`config.mk`:
```
export PLATFORM = sky130hd
export DESIGN_NAME = cache_ctrl
export DESIGN_NICKNAME = d
export VERILOG_FILES = /design/src/rtl/cache_ctrl.sv
export SDC_FILE = /design/constraint.sdc
export NUM_CORES = 1
export LEC_CHECK = 0
export CORE_AREA = 3 3 127 129
export CTS_BUF_LIST = sky130_fd_sc_hd__clkbuf_8 sky130_fd_sc_hd__clkbuf_16
export DETAILED_ROUTE_END_ITERATION = 7
export DIE_AREA = 0 0 130 132
export MAX_ROUTING_LAYER = met4
export PLACE_DENSITY = 0.67
export SLEW_MARGIN = 15
export SYNTH_ARGS = -nofsm -noshare
export SYNTH_HDL_FRONTEND = slang
export SYNTH_SLANG_ARGS = --single-unit
```
`constraint.sdc`:
```
create_clock -name clk -period 2.31 [get_ports clk]
set_input_delay 0.462 -clock clk [delete_from_list [all_inputs] [get_ports clk]]
set_output_delay 0.462 -clock clk [all_outputs]
set_load 0.01 [all_outputs]
```
`src/rtl/cache_ctrl.sv`:
```
// Cache controller for the 2-way, 64-line, 4-word-line cache array: serves CPU
// loads/stores, writes back dirty victims and refills missing lines word by word.
module cache_ctrl #(
    parameter int ADDR_BITS  = 32,
    parameter int TAG_BITS   = 23,
    parameter int LINE_WORDS = 4
) (
    input  logic                 clk,
    input  logic                 rst,
    input  logic [ADDR_BITS-1:0] cpu_addr,
    input  logic                 cpu_rd,
    input  logic                 cpu_wr,
    input  logic [2:0]           cpu_u_b_h_w,
    input  logic [31:0]          cpu_din,
    output logic [31:0]          cpu_dout,
    output logic                 cpu_stall,
    output logic [ADDR_BITS-1:0] cache_addr,
    output logic                 cache_load,
    output logic                 cache_store,
    output logic                 cache_edit,
    output logic                 cache_invalid,
    output logic [2:0]           cache_u_b_h_w,
    output logic [31:0]          cache_din,
    input  logic                 cache_hit,
    input  logic                 cache_valid,
    input  logic                 cache_dirty,
    input  logic [31:0]          cache_dout,
    input  logic [TAG_BITS-1:0]  cache_tag,
    output logic [ADDR_BITS-1:0] mem_addr,
    output logic                 mem_rd,
    output logic                 mem_wr,
    output logic [31:0]          mem_dout,
    input  logic [31:0]          mem_din,
    input  logic                 mem_ack
);

    localparam int WORD_BITS = $clog2(LINE_WORDS);
    localparam int LINE_BITS = ADDR_BITS - WORD_BITS - 2;
    localparam int INDEX_HI  = ADDR_BITS - TAG_BITS - 1;
    localparam int INDEX_LEN = INDEX_HI - WORD_BITS - 1;

    localparam logic [2:0] IDLE      = 3'd0;
    localparam logic [2:0] TAG_CHECK = 3'd1;
    localparam logic [2:0] BACK_RD   = 3'd2;
    localparam logic [2:0] BACK_WR   = 3'd3;
    localparam logic [2:0] FILL      = 3'd4;

    localparam logic [2:0]           FULL_WORD = 3'b010;
    localparam logic [WORD_BITS-1:0] LAST_WORD = WORD_BITS'(LINE_WORDS - 1);

    logic [2:0]           state, state_nxt;
    logic [WORD_BITS-1:0] k, k_nxt;
    logic [TAG_BITS-1:0]  victim_tag, victim_tag_nxt;
    logic [LINE_BITS-1:0] req_line, req_line_nxt;

    logic                 cpu_req;
    logic [ADDR_BITS-1:0] line_word_addr;
    logic [ADDR_BITS-1:0] victim_word_addr;

    assign cpu_req          = cpu_rd | cpu_wr;
    assign line_word_addr   = {req_line, k, 2'b00};
    assign victim_word_addr = {victim_tag, req_line[INDEX_LEN-1:0], k, 2'b00};

    assign cpu_dout      = cache_dout;
    assign cache_invalid = 1'b0;

    always_ff @(posedge clk or negedge rst) begin
        if (!rst) begin
            state      <= IDLE;
            k          <= '0;
            victim_tag <= '0;
            req_line   <= '0;
        end else begin
            state      <= state_nxt;
            k          <= k_nxt;
            victim_tag <= victim_tag_nxt;
            req_line   <= req_line_nxt;
        end
    end

    // Strobes in IDLE are masked while reset is held, since state is already IDLE then.
    always_comb begin
        state_nxt      = state;
        k_nxt          = k;
        victim_tag_nxt = victim_tag;
        req_line_nxt   = req_line;
        cache_addr     = cpu_addr;
        cache_u_b_h_w  = cpu_u_b_h_w;
        cache_din      = cpu_din;
        cache_load     = 1'b0;
        cache_store    = 1'b0;
        cache_edit     = 1'b0;
        mem_rd         = 1'b0;
        mem_wr         = 1'b0;
        mem_addr       = line_word_addr;
        mem_dout       = cache_dout;
        cpu_stall      = 1'b1;

        case (state)
            IDLE: begin
                cpu_stall = cpu_req;
                if (rst) begin
                    cache_edit = cpu_wr;
                    cache_load = cpu_rd & ~cpu_wr;
                end
                if (cpu_req) begin
                    state_nxt    = TAG_CHECK;
                    req_line_nxt = cpu_addr[ADDR_BITS-1:WORD_BITS+2];
                end
            end

            TAG_CHECK: begin
                if (cache_hit) begin
                    cpu_stall = 1'b0;
                    state_nxt = IDLE;
                end else begin
                    victim_tag_nxt = cache_tag;
                    k_nxt          = '0;
                    state_nxt      = (cache_valid && cache_dirty) ? BACK_RD : FILL;
                end
            end

            // Address with no strobe makes the array present the victim word next cycle.
            BACK_RD: begin
                cache_addr    = line_word_addr;
                cache_u_b_h_w = FULL_WORD;
                state_nxt     = BACK_WR;
            end

            BACK_WR: begin
                cache_addr    = line_word_addr;
                cache_u_b_h_w = FULL_WORD;
                mem_wr        = 1'b1;
                mem_addr      = victim_word_addr;
                if (mem_ack) begin
                    if (k == LAST_WORD) begin
                        k_nxt     = '0;
                        state_nxt = FILL;
                    end else begin
                        k_nxt     = k + 1'b1;
                        state_nxt = BACK_RD;
                    end
                end
            end

            FILL: begin
                mem_rd        = 1'b1;
                cache_addr    = line_word_addr;
                cache_u_b_h_w = FULL_WORD;
                cache_din     = mem_din;
                if (mem_ack) begin
                    cache_store = 1'b1;
                    k_nxt       = k + 1'b1;
                    if (k == LAST_WORD) begin
                        state_nxt = IDLE;
                    end
                end
            end

            default: begin
                state_nxt = IDLE;
            end
        endcase
    end

    // Protocol properties that must hold in every state.
    assert property (@(posedge clk) disable iff (!rst) !(mem_rd && mem_wr));
    assert property (@(posedge clk) disable iff (!rst) $onehot0({cache_load, cache_edit, cache_store}));

endmodule
```
# == Word-level counts from Yosys, hierarchy flattened ==
# Cells that the tools add are included.
# totals
reg_bits,56
latchBits,0
mem_bits_rw,0
rom_bits,0
out_inout_bits,170
memories,0
# op_classes
n_addsub,1
mul,0
div_mod_pow,0
magnitude_cmp,0
eq_ne,10
n_shift,0
mux,27
n_bitwise,4
n_reduce_logical,8
# ops
operator,count
32-bit 2-to-1 mux,3
3-bit 2-to-1 mux,8
3-bit case mux with 5 select lines,1
2-bit != test (second input constant),5
1-bit 2-to-1 mux,9
2-bit 2-to-1 mux,4
4-bit AND reduction,2
3-bit by 2-bit equality test with 1-bit output (second input constant),2
2-bit case mux with 3 select lines,1
2-bit AND reduction,2
3-bit by 1-bit equality test with 1-bit output (second input constant),1
3-bit equality test (second input constant),1
3-bit logical NOT,1
3-bit nonzero test,1
3-bit OR reduction,1
2-bit by 1-bit adder with 2-bit output (second input constant),1
2-bit equality test (second input constant),1
1-bit NOT,2
1-bit case mux with 2 select lines,1
1-bit bitwise AND,1
1-bit logical AND,1
1-bit OR,1

# == Logic depth before layout (Yosys ltp) ==
# logic_depth
depth_word,4
mapped_depth,6

# == Worst setup path after synthesis ==
# No wires, ideal clock.
# synth_path
path_kind,reg-to-output
startpoint,reg state[2]
endpoint,out cache_addr[15]
arrival_ps,1536
required_ps,1848
setup_slack_ps,312
path_stages_with_launch,6
cell_sequence,dfrtp_1 buf_2 nor3b_2 a21oi_2 buf_2 mux2_1
# synth_between
elab_chain_cells,3
elab_cells_between_ends,5
cone_classes,eq/ne: 3; mux: 1; reduce/logical: 1
# synth_rtl
item,line_no,rtl
start: declaration,51,"logic [2:0] state, state_nxt;"
start signal: assignment,74,state <= state_nxt;
3-bit equality test / 3-bit by 2-bit equality test with 1-bit output (equally long branches),99,case (state)
3-bit OR reduction (no line) *,n/a,
32-bit 2-to-1 mux *,99,
end: declaration,17,"output logic [ADDR_BITS-1:0] cache_addr,"
# Mark *: on every way between the ends. The rest lies on a longest branch, timed or not.

# == Final worst setup path ==
# layout_path
startpoint,reg state[1]
endpoint,out cache_addr[16]
# The elaborated chain is that of the path after synthesis.

==> impl_metrics.toml <==
[routing]
drcViolationCount = 0
viasPerCell = 4.57
drt_pre_antenna_iters = 4
drt-initial-drc-count = 69
postRouteAntennaNets = 0
num_vias = 3310
wl_mm = 15.8
wl_per_cell_um = 21.8

[die]
die-area_mm2 = 0.0172
rows = 45
fp.coreArea_mm2 = 0.0151
die_x_um = 130
die_h_um = 132
floorplan.initialDensity = 0.258
num_io_pins = 332

[synthesis]
ys_ff_latch = 56
synth_enable_flop_cells = 0
yosysMostFrequentCell = "mux2_2"
yosysWarningCount = 0
post_synth_xor_area_fraction = 0
synth_cell_types = 35
ys_seq_area_frac = 0.359
syn_area_per_cell_um2 = 12.0
synth_top_family_by_area = "multiplexers"
ys_top_cells_by_area = "mux2_2 39%, dfrtp_1 36%, buf_4 15%, buf_6 1.2%, buf_2 0.90%"
synth_ff_type = "dfrtp_1"
netlist.area_leader.share = 0.386
synth_area_mm2 = 0.00391
async_flop_share = 1.00
synth_top_area_cell = "mux2_2"
synthMuxAreaShare = 0.395
synth-simple-area-share = 0.0435
synth_top_cells_by_count = "134 x mux2_2, 79 x buf_4, 56 x dfrtp_1"
synth_compound_area_frac = 0.0227
synthAdderAreaFrac = 0.00320
synth_cells = 325

[grt]
antenna_found_initial = 4
grt_max_degree = 57
grt_pass1_wl_mm = 22.3
grt_usage = 0.178
met1_usage = 0.192
top_usage_layer = "met2"
use_met2 = 0.328
grt_use_met3 = 0.0470
grt_pass1_vias = 3660
grt_overflow = 0

[final_layout]
finish.net_count = 695
multi_input_area_mm2 = 0.00208
drive_gt1_frac = 0.572
area_delta_synth_final_pct = 79.6
design_area_mm2 = 0.00702
seq_area_mm2 = 0.00140
fin_util = 0.463
final.fill_count = 1360

[power_and_ir_drop]
powerDensity_mw_per_mm2 = 1320
p_total_w = 0.00928
comb_power_share = 0.721
leakagePower_nw = 3.13
power.switching_w = 0.00309
clkPwrFrac = 0.082
p_int_w = 0.00619
sw_frac_of_total = 0.333
p_seq_frac = 0.197
ir_worst_vdd_mv = 0.652

[worst_setup_path]
worstPathRequired_ps = 1850
start_kind = "flip-flop"
crit_chain = "nor3b_4, buf_6, a21oi_4, buf_12, buf_12, buf_16, mux2_4, buf_6"
crit_type = "flip-flop to output pin"
critPathBufInv = 5
slowest_stage = "dfrtp_2"
critical_path.max_stage_delay_ps = 450
worstPathMaxFanout = 7
end_kind = "output pin"
crit_family = "buffers and inverters"
cp.arrival_ps = 1980

[timing]
skew_ps = 2.81
whs_ps = 340
fmax_mhz = 409
max_slew_margin = 0.507
setup-tns-final_ps = -3940
tightest_slew_ps = 739
finalMaxSlewViolations = 0
layout_min_cycle_time_ps = 2440
post-route-period-util = 1.06
rsz0062_at_grt = "true"
finalSetupViolCount = 57
hold_viol_final = 0
setup_slack_ps = -133

[clocking]
clk_latency_ps = 300
htree_levels = 2
numCtsBuffers = 5
clock-root-buffer = "clkbuf_16"
cts_buffer_depth = 2
cts.sinks = 56
cts_tree = "built"
clk_pin_slew_ps = 70

[run]
drv_cap = 0

[placed_design]
gp_congestion = 0.773
port_buffers = 232
placed_area_mm2 = 0.00604
dp_hpwl_mm = 11.9

[min_path]
min_path_type = "primary input to async pin"

[outcome]
failed_checks = "negative setup slack"
status = "finished with violations"
power groups by stage:
stage / registers, W / clock network, W / logic (W)
final: 0.00183 / 0.000760 / 0.00669
after CTS: 0.00182 / 0.000789 / 0.00633
after global placement: 0.00181 / 0 / 0.00498
after floorplan: 0.00172 / 0 / 0.00286
after global routing: 0.00191 / 0.000820 / 0.00706
after detailed placement: 0.00183 / 0 / 0.00503
path summary, 6_finish.rpt:
kind	from	endpoint	slack [ps]	depth (start not counted)
max in group asynchronous	rst	state[1]	1460	2
min in group clk	victim_tag[21]	victim_tag[21]	510	1
min reg2reg	victim_tag[21]	victim_tag[21]	510	1
max reg2reg	state[2]	victim_tag[12]	270	6
min	rst	req_line[7]	340	2
max	state[1]	cache_addr[16]	-130	8
registers in the layout (all words and copies together) (netlist names):
register    cells
victim_tag     23
k               2
state           3
req_line       28
metal layers:
| layer | share of wire | vias up |
|---|---|---|
| met5 | 0 | - |
| met4 | 0.0070 | 0 |
| met3 | 0.071 | 9 |
| met2 | 0.55 | 190 |
| met1 | 0.37 | 1620 |
| li1 | - | 1491 |
layout by cell type, fill, tap and decap left out, drive strengths merged, types with 4 or more instances in the layout:
cell           netlist  layout
and2                 5       5
dfrtp               56      56
diode                0       4
clkbuf               0       6
clkdlybuf4s50        0     135
inv                  4       4
buf                 90     146
dlygate4sd2          0       4
mux2               137     137
stage by stage:
step                      setup slack, ps  std cells
after CTS                            -193        714
final                                -133        725
after floorplan                       312        327
after global placement               -208        681
after global routing                 -182        725
after detailed placement             -207        681
worst reg2reg max path, cell delays in order (launching register included):
cell	delay (ps)
dfrtp_1	390
buf_6	130
buf_4	140
buf_4	150
nor4b_4	310
buf_4	420
mux2_2	390
repair_timing:
| action | in CTS | in global routing |
|---|---|---|
| buffers inserted | 21 | 11 |
| pin swaps | 4 | 1 |
| cloned | 5 | 1 |
| endpoints found under the setup margin | 96 | 88 |
| gates resized for setup | 491 | 61 |
| hold buffers | 0 | 0 |
final cells by class:
cell class,instances,share of cell area
antenna,4,0.00143
clock buffer,5,0.0178
clock inverter,3,0.00267
inverter,4,0.00214
multi-input combinational,177,0.296
sequential,56,0.200
tap,188,0.0335
timing repair buffer,288,0.447
kinds of logic (layout without fill, tap and decap cells):
group,count (synthesis),after routing
buffers and inverters,94,300
muxes,137,137
AOI/OAI and AO/OA,12,12
and+or+nand+nor,24,24
adders and majority gates,1,1
other,1,7
DFF,56,56
(Power assumes the default switching activity.)
